## config.mk

```make
export PLATFORM = sky130hd
export DESIGN_NAME = seg7_scan_ctrl
export DESIGN_NICKNAME = d
export VERILOG_FILES = /design/src/rtl/seg7_pkg.sv /design/src/rtl/seg7_hex_decode.sv /design/src/rtl/seg7_scan_ctrl.sv
export SDC_FILE = /design/constraint.sdc
export NUM_CORES = 1
export LEC_CHECK = 0
export CAP_MARGIN = 40
export CORE_MARGIN = 4
export CORE_UTILIZATION = 50
export CTS_CLUSTER_SIZE = 24
export DETAILED_ROUTE_END_ITERATION = 8
export GPL_ROUTABILITY_DRIVEN = 1
export PLACE_DENSITY = 0.72
export SYNTH_ARGS = -nofsm -noshare
export SYNTH_HDL_FRONTEND = slang
export SYNTH_SLANG_ARGS = --single-unit
```

## constraint.sdc

```tcl
create_clock -name clk -period 7.1 [get_ports clk]
set_input_delay 1.42 -clock clk [delete_from_list [all_inputs] [get_ports clk]]
set_output_delay 1.42 -clock clk [all_outputs]
set_load 0.05 [all_outputs]
```

## src/rtl/seg7_pkg.sv

```systemverilog
// Shared constants for the 7-segment scan controller: glyph table, segment bit order,
// digit-count limit and the pending-register state type.
package seg7_pkg;

  localparam int SEG_W      = 7;
  localparam int NIBBLE_W   = 4;
  localparam int MAX_DIGITS = 8;

  // Segment bit positions inside a glyph word {g,f,e,d,c,b,a}.
  localparam int SEG_IDX_A = 0;
  localparam int SEG_IDX_B = 1;
  localparam int SEG_IDX_C = 2;
  localparam int SEG_IDX_D = 3;
  localparam int SEG_IDX_E = 4;
  localparam int SEG_IDX_F = 5;
  localparam int SEG_IDX_G = 6;

  typedef logic [SEG_W-1:0] glyph_t;

  localparam glyph_t SEG_OFF = 7'h00;
  localparam glyph_t SEG_0   = 7'h3F;
  localparam glyph_t SEG_1   = 7'h06;
  localparam glyph_t SEG_2   = 7'h5B;
  localparam glyph_t SEG_3   = 7'h4F;
  localparam glyph_t SEG_4   = 7'h66;
  localparam glyph_t SEG_5   = 7'h6D;
  localparam glyph_t SEG_6   = 7'h7D;
  localparam glyph_t SEG_7   = 7'h07;
  localparam glyph_t SEG_8   = 7'h7F;
  localparam glyph_t SEG_9   = 7'h6F;
  localparam glyph_t SEG_A   = 7'h77;
  localparam glyph_t SEG_B   = 7'h7C;  // lowercase b
  localparam glyph_t SEG_C   = 7'h39;
  localparam glyph_t SEG_D   = 7'h5E;  // lowercase d
  localparam glyph_t SEG_E   = 7'h79;
  localparam glyph_t SEG_F   = 7'h71;

  typedef enum logic {
    PEND_EMPTY = 1'b0,
    PEND_FULL  = 1'b1
  } pend_state_t;

endpackage

```

## src/rtl/seg7_hex_decode.sv

```systemverilog
// Combinational 4-bit to 7-segment hex glyph lookup, active-high {g,f,e,d,c,b,a}.
module seg7_hex_decode
  import seg7_pkg::*;
(
  input  logic [3:0] nibble,
  output logic [6:0] glyph
);

  always_comb begin
    unique case (nibble)
      4'h0: glyph = SEG_0;
      4'h1: glyph = SEG_1;
      4'h2: glyph = SEG_2;
      4'h3: glyph = SEG_3;
      4'h4: glyph = SEG_4;
      4'h5: glyph = SEG_5;
      4'h6: glyph = SEG_6;
      4'h7: glyph = SEG_7;
      4'h8: glyph = SEG_8;
      4'h9: glyph = SEG_9;
      4'hA: glyph = SEG_A;
      4'hB: glyph = SEG_B;
      4'hC: glyph = SEG_C;
      4'hD: glyph = SEG_D;
      4'hE: glyph = SEG_E;
      4'hF: glyph = SEG_F;
    endcase
  end

endmodule

```

## src/rtl/seg7_scan_ctrl.sv

```systemverilog
// Time-multiplexed 7-segment scan controller with frame-synchronous word commit.
// Optional build macro SEG7_LEAD_ZERO_BLANK_EN blanks leading-zero digits (digit 0 always shown).
module seg7_scan_ctrl
  import seg7_pkg::*;
#(
  parameter int NUM_DIGITS   = 4,
  parameter int PRESCALE     = 50000,
  parameter int BLANK_CYCLES = 2
) (
  input  logic                    clk,
  input  logic                    rst_n,
  input  logic                    load_valid,
  output logic                    load_ready,
  input  logic [4*NUM_DIGITS-1:0] load_data,
  input  logic [NUM_DIGITS-1:0]   dp_in,
  output logic [6:0]              seg,
  output logic                    dp,
  output logic [NUM_DIGITS-1:0]   an_n,
  output logic                    frame_tick
);

  localparam int DIG_W   = (NUM_DIGITS > 1) ? $clog2(NUM_DIGITS) : 1;
  localparam int PRESC_W = (PRESCALE > 1) ? $clog2(PRESCALE) : 1;

  localparam logic [PRESC_W-1:0] PRESC_LAST = PRESC_W'(PRESCALE - 1);
  localparam logic [PRESC_W-1:0] BLANK_END  = PRESC_W'(BLANK_CYCLES);
  localparam logic [DIG_W-1:0]   DIG_LAST   = DIG_W'(NUM_DIGITS - 1);

  logic [PRESC_W-1:0]      presc_q;
  logic [DIG_W-1:0]        digit_q;
  logic [4*NUM_DIGITS-1:0] disp_q;
  logic [NUM_DIGITS-1:0]   disp_dp_q;
  logic [4*NUM_DIGITS-1:0] pend_data_q;
  logic [NUM_DIGITS-1:0]   pend_dp_q;
  pend_state_t             pend_state_q;
  pend_state_t             pend_state_d;

  logic                    slot_wrap;
  logic                    frame_wrap;
  logic                    load_fire;
  logic                    commit;
  logic [3:0]              cur_nibble;
  logic                    cur_dp;
  logic                    cur_blank;
  logic [NUM_DIGITS-1:0]   lz_mask;
  logic [6:0]              dec_glyph;

  assign slot_wrap  = (presc_q == PRESC_LAST);
  assign frame_wrap = slot_wrap && (digit_q == DIG_LAST);
  assign load_ready = (pend_state_q == PEND_EMPTY);
  assign load_fire  = load_valid && load_ready;
  assign commit     = frame_wrap && (pend_state_q == PEND_FULL);

  // Scan timebase: prescaler and digit index.
  // NOTE: sequential state uses non-blocking assignments so every flop samples pre-edge values.
  always_ff @(posedge clk or negedge rst_n) begin
    if (!rst_n) begin
      presc_q    <= '0;
      digit_q    <= '0;
      frame_tick <= 1'b0;
    end else begin
      frame_tick <= frame_wrap;
      if (slot_wrap) begin
        presc_q <= '0;
        digit_q <= (digit_q == DIG_LAST) ? '0 : digit_q + DIG_W'(1);
      end else begin
        presc_q <= presc_q + PRESC_W'(1);
      end
    end
  end

  // Pending-word state: EMPTY accepts a word, FULL holds it until the frame boundary.
  always_ff @(posedge clk or negedge rst_n) begin
    if (!rst_n) pend_state_q <= PEND_EMPTY;
    else        pend_state_q <= pend_state_d;
  end

  // NOTE: every always_comb output gets a default first so no path leaves it unassigned (no latch).
  always_comb begin
    pend_state_d = pend_state_q;
    unique case (pend_state_q)
      PEND_EMPTY: if (load_fire) pend_state_d = PEND_FULL;
      PEND_FULL:  if (commit)    pend_state_d = PEND_EMPTY;
    endcase
  end

  // NOTE: the data registers are small and must read as zero after reset, so they are reset too.
  always_ff @(posedge clk or negedge rst_n) begin
    if (!rst_n) begin
      pend_data_q <= '0;
      pend_dp_q   <= '0;
      disp_q      <= '0;
      disp_dp_q   <= '0;
    end else begin
      if (load_fire) begin
        pend_data_q <= load_data;
        pend_dp_q   <= dp_in;
      end
      if (commit) begin
        disp_q    <= pend_data_q;
        disp_dp_q <= pend_dp_q;
      end
    end
  end

`ifdef SEG7_LEAD_ZERO_BLANK_EN
  // Walk from the most significant digit down; a digit blanks while everything above it is zero.
  always_comb begin
    logic zero_above;
    zero_above = 1'b1;
    lz_mask    = '0;
    for (int k = NUM_DIGITS - 1; k > 0; k--) begin
      zero_above = zero_above && (disp_q[4*k +: 4] == 4'h0);
      lz_mask[k] = zero_above;
    end
  end
`else
  assign lz_mask = '0;
`endif

  always_comb begin
    cur_nibble = '0;
    cur_dp     = 1'b0;
    cur_blank  = 1'b0;
    for (int k = 0; k < NUM_DIGITS; k++) begin
      if (digit_q == DIG_W'(k)) begin
        cur_nibble = disp_q[4*k +: 4];
        cur_dp     = disp_dp_q[k];
        cur_blank  = lz_mask[k];
      end
    end
  end

  seg7_hex_decode u_hex_decode (
    .nibble (cur_nibble),
    .glyph  (dec_glyph)
  );

  // Segment outputs lag the digit index by one cycle; blanking hides the stale glyph.
  always_ff @(posedge clk or negedge rst_n) begin
    if (!rst_n) begin
      seg <= SEG_OFF;
      dp  <= 1'b0;
    end else begin
      seg <= cur_blank ? SEG_OFF : dec_glyph;
      dp  <= cur_dp;
    end
  end

  always_comb begin
    an_n = '1;
    if (presc_q >= BLANK_END) begin
      for (int k = 0; k < NUM_DIGITS; k++) begin
        if (digit_q == DIG_W'(k)) an_n[k] = 1'b0;
      end
    end
  end

endmodule

```

==> impl_metrics.env <==
export IMPL_status="finished, final reports clean"
export IMPL_fmax_mhz=244.0
export IMPL_antenna_found_initial=0
export IMPL_drtPass1Iterations=4
export IMPL_ctsHoldBuffers=0
export IMPL_synth_net_count=288
export IMPL_dp_hpwl_um=3853
export IMPL_yosys_area_share_simple_pct=10.86
export IMPL_synth_area_um2=3204
export IMPL_vdd_drop_max_mv=0.1462
export IMPL_post_synth_top_count_cell="dfrtp_1"
export IMPL_leakage_nw=1.776
export IMPL_final_hold_viol_count=0
export IMPL_avgSynthCellArea_um2=12.72
export IMPL_slew_headroom_pct=43.99
export IMPL_start_util_pct=52.87
export IMPL_grt_pass1_wl_um=9715
export IMPL_worstPathRequired_ps=5680
export IMPL_worstPathArrival_ps=2680
export IMPL_period_share_pct=57.72
export IMPL_maxCapViolCount=0
export IMPL_dieHeight_um=88.06
export IMPL_cts_buffer_depth=2
export IMPL_die_w_um=88.06
export IMPL_synthTopCellsByCount="dfrtp_1, mux2_2, mux2_4, nor2_1"
export IMPL_crit_fanout=4
export IMPL_cts_tree="done"
export IMPL_numCtsBuffers=9
export IMPL_area_delta_synth_final_pct=18.74
export IMPL_clock_skew_ps=7.621
export IMPL_htree_levels=3
export IMPL_critPathMaxStageDelay_ps=810
export IMPL_drt_total_wl_um=5751
export IMPL_antennaDiodeCount=0
export IMPL_synthCells=252
export IMPL_final_setup_tns_ps=0
export IMPL_cp_slowest_cell="clkdlybuf4s50_1"
export IMPL_setup_viol=0
export IMPL_synth_top_family_by_area="multiplexers"
export IMPL_synth_top_cells_by_area="dfrtp_1, mux2_4, mux2_2, ha_1, nor2_1"
export IMPL_core_area_um2=6061
export IMPL_crit_type="reg -> out"
export IMPL_io_pins=37
export IMPL_worst_hold_slack_ps=501.4
export IMPL_final_net_count=329
export IMPL_p_total_mw=0.7525
export IMPL_yosys_warnings=0
export IMPL_rsz0062_at_grt="false"
export IMPL_crit_path_end_kind="output pin"
export IMPL_yosysSeqAreaShare_pct=53.10
export IMPL_p_per_area_nw_per_um2=197.8
export IMPL_synth_compound_gate_area_share_pct=5.232
export IMPL_numClockSinks=68
export IMPL_synth_edf_count=0
export IMPL_path_clk_slew_ps=70
export IMPL_finalMaxSlewViolations=0
export IMPL_ys_seq_elements=68
export IMPL_async_reset_ff_share_pct=100.0
export IMPL_cp_num_buf_inv=1
export IMPL_insertion_delay_ps=350
export IMPL_routabilityCongestion=0.8279
export IMPL_synth_area_leader_cell="dfrtp_1"
export IMPL_min_period_ps=4098
export IMPL_ys_dominant_reg_cell="dfrtp_1"
export IMPL_cts_root_buf="clkbuf_8"
export IMPL_cts_setup_buffers=0
export IMPL_grt_start_max_net_pins=69
export IMPL_viasPerCell=5.392
export IMPL_tightest_slew_ps=840.2
export IMPL_drtIter0Drc=82
export IMPL_path_cells="or4_4, nor4_4, nand4_1, nand2_1, clkdlybuf4s50_1"
export IMPL_ctsResizeCount=0
export IMPL_first_global_vias=2024
export IMPL_drive_above_1_share_pct=21.55
export IMPL_fill_cells=500
export IMPL_wl_per_cell_um=15.46
export IMPL_gr_usage_all_layers_pct=16.55
export IMPL_muxShareOfSynthArea_pct=18.90
export IMPL_drc=0
export IMPL_synth_distinct_cells=41
export IMPL_startpoint_type="flip-flop"
export IMPL_synth_adder_area_share_pct=5.076
export IMPL_via_count=2006
export IMPL_cp_top_family="simple AND/OR/NAND/NOR gates"
export IMPL_die_area_um2=7754
export IMPL_rows=28
export IMPL_overflow=0
export IMPL_hp_class="reg -> reg"
export IMPL_synthXorXnorAreaFrac_pct=3.827
export IMPL_port_buffers=36
export IMPL_yosys_area_top_type_share_pct=53.10
export IMPL_ant_nets=0
-- state kept, by name, indices dropped and copies added, names as in the netlist --
signal,count
disp_q,16
pend_data_q,16
presc_q,16
seg,7
disp_dp_q,4
pend_dp_q,4
digit_q,2
dp,1
frame_tick,1
pend_state_q,1
-- power breakdown --
part / internal [mW] / switching, mW / total, mW
clock: 0.170 / 0.139 / 0.309
sequential: 0.402 / 0.00773 / 0.410
combinational: 0.0215 / 0.0118 / 0.0333
-- worst paths after layout --
path	from	endpoint	slack [ps]	cells past startpoint
min reg2reg	disp_dp_q[3]	dp	500	2
max	presc_q[10]	an_n[2]	3000	5
max in group asynchronous	rst_n	seg[3]	5290	2
min	disp_dp_q[3]	dp	500	2
max reg2reg	digit_q[1]	seg[1]	4170	9
min in group asynchronous	rst_n	presc_q[5]	1240	2
-- kinds of logic after synthesis --
family	Yosys count
DFF	68
and+or+nand+nor	65
muxes	48
AOI/OAI and AO/OA	24
buffers and inverters	20
xor gates and xnor gates	14
adders and majority gates	13
-- tightest hold or removal path, stage by stage, from the launching register on --
cell,delay (ps)
dfrtp_1,340
nand2_1,50
o21ai_0,70
-- metal layers --
| layer | global-route usage [%] | part of all wire (%) | vias up |
|---|---|---|---|
| met4 | 6.319 | 1.5 | 0 |
| met3 | 5.268 | 4.3 | 9 |
| met5 | 0 | 0 | - |
| li1 | - | - | 966 |
| met2 | 25.21 | 47 | 40 |
| met1 | 22.21 | 47 | 991 |
-- metrics by stage --
stage,cell area (um2),worst slack [ps],util [%],std cells
floorplan,3204,4020,-,252
global placement,3613,3416,59.62,356
detailed placement,3621,3387,59.74,357
CTS,3805,2995,62.78,372
global route,3805,2916,62.78,372
finish,3805,3002,62.78,372
-- placed cells by master, fill, tap and decap left out, types with 2 or more instances in the layout --
| master | synthesis | layout |
|---|---|---|
| clkbuf_1 | 3 | 3 |
| inv_1 | 11 | 11 |
| nor2_1 | 19 | 19 |
| clkdlybuf4s50_1 | 0 | 35 |
| o21ai_0 | 4 | 4 |
| buf_4 | 1 | 3 |
| mux2i_1 | 5 | 5 |
| nand3_1 | 7 | 7 |
| ha_1 | 13 | 13 |
| nand4_1 | 4 | 4 |
| o221ai_1 | 2 | 2 |
| xnor2_1 | 6 | 6 |
| nand2_1 | 13 | 13 |
| nor3_1 | 4 | 4 |
| clkbuf_8 | 0 | 10 |
| mux2_4 | 19 | 19 |
| nor2b_1 | 2 | 2 |
| nand2b_1 | 2 | 2 |
| xor2_1 | 8 | 8 |
| mux2_2 | 24 | 24 |
| dfrtp_1 | 68 | 68 |
| a21oi_1 | 6 | 6 |
| a22oi_1 | 3 | 3 |
| a221oi_1 | 2 | 2 |
| and3_1 | 6 | 6 |
-- layout make-up --
cell class | count | area [um2] | share of cell area, %
Sequential cell | 68 | 1702 | 44.72
Multi-Input combinational cell | 164 | 1406 | 36.96
Timing Repair Buffer | 39 | 377.9 | 9.931
Clock buffer | 13 | 148.9 | 3.913
Tap cell | 75 | 93.84 | 2.466
Inverter | 11 | 41.29 | 1.085
Clock inverter | 2 | 35.03 | 0.9207
(Power assumes the default switching activity.)
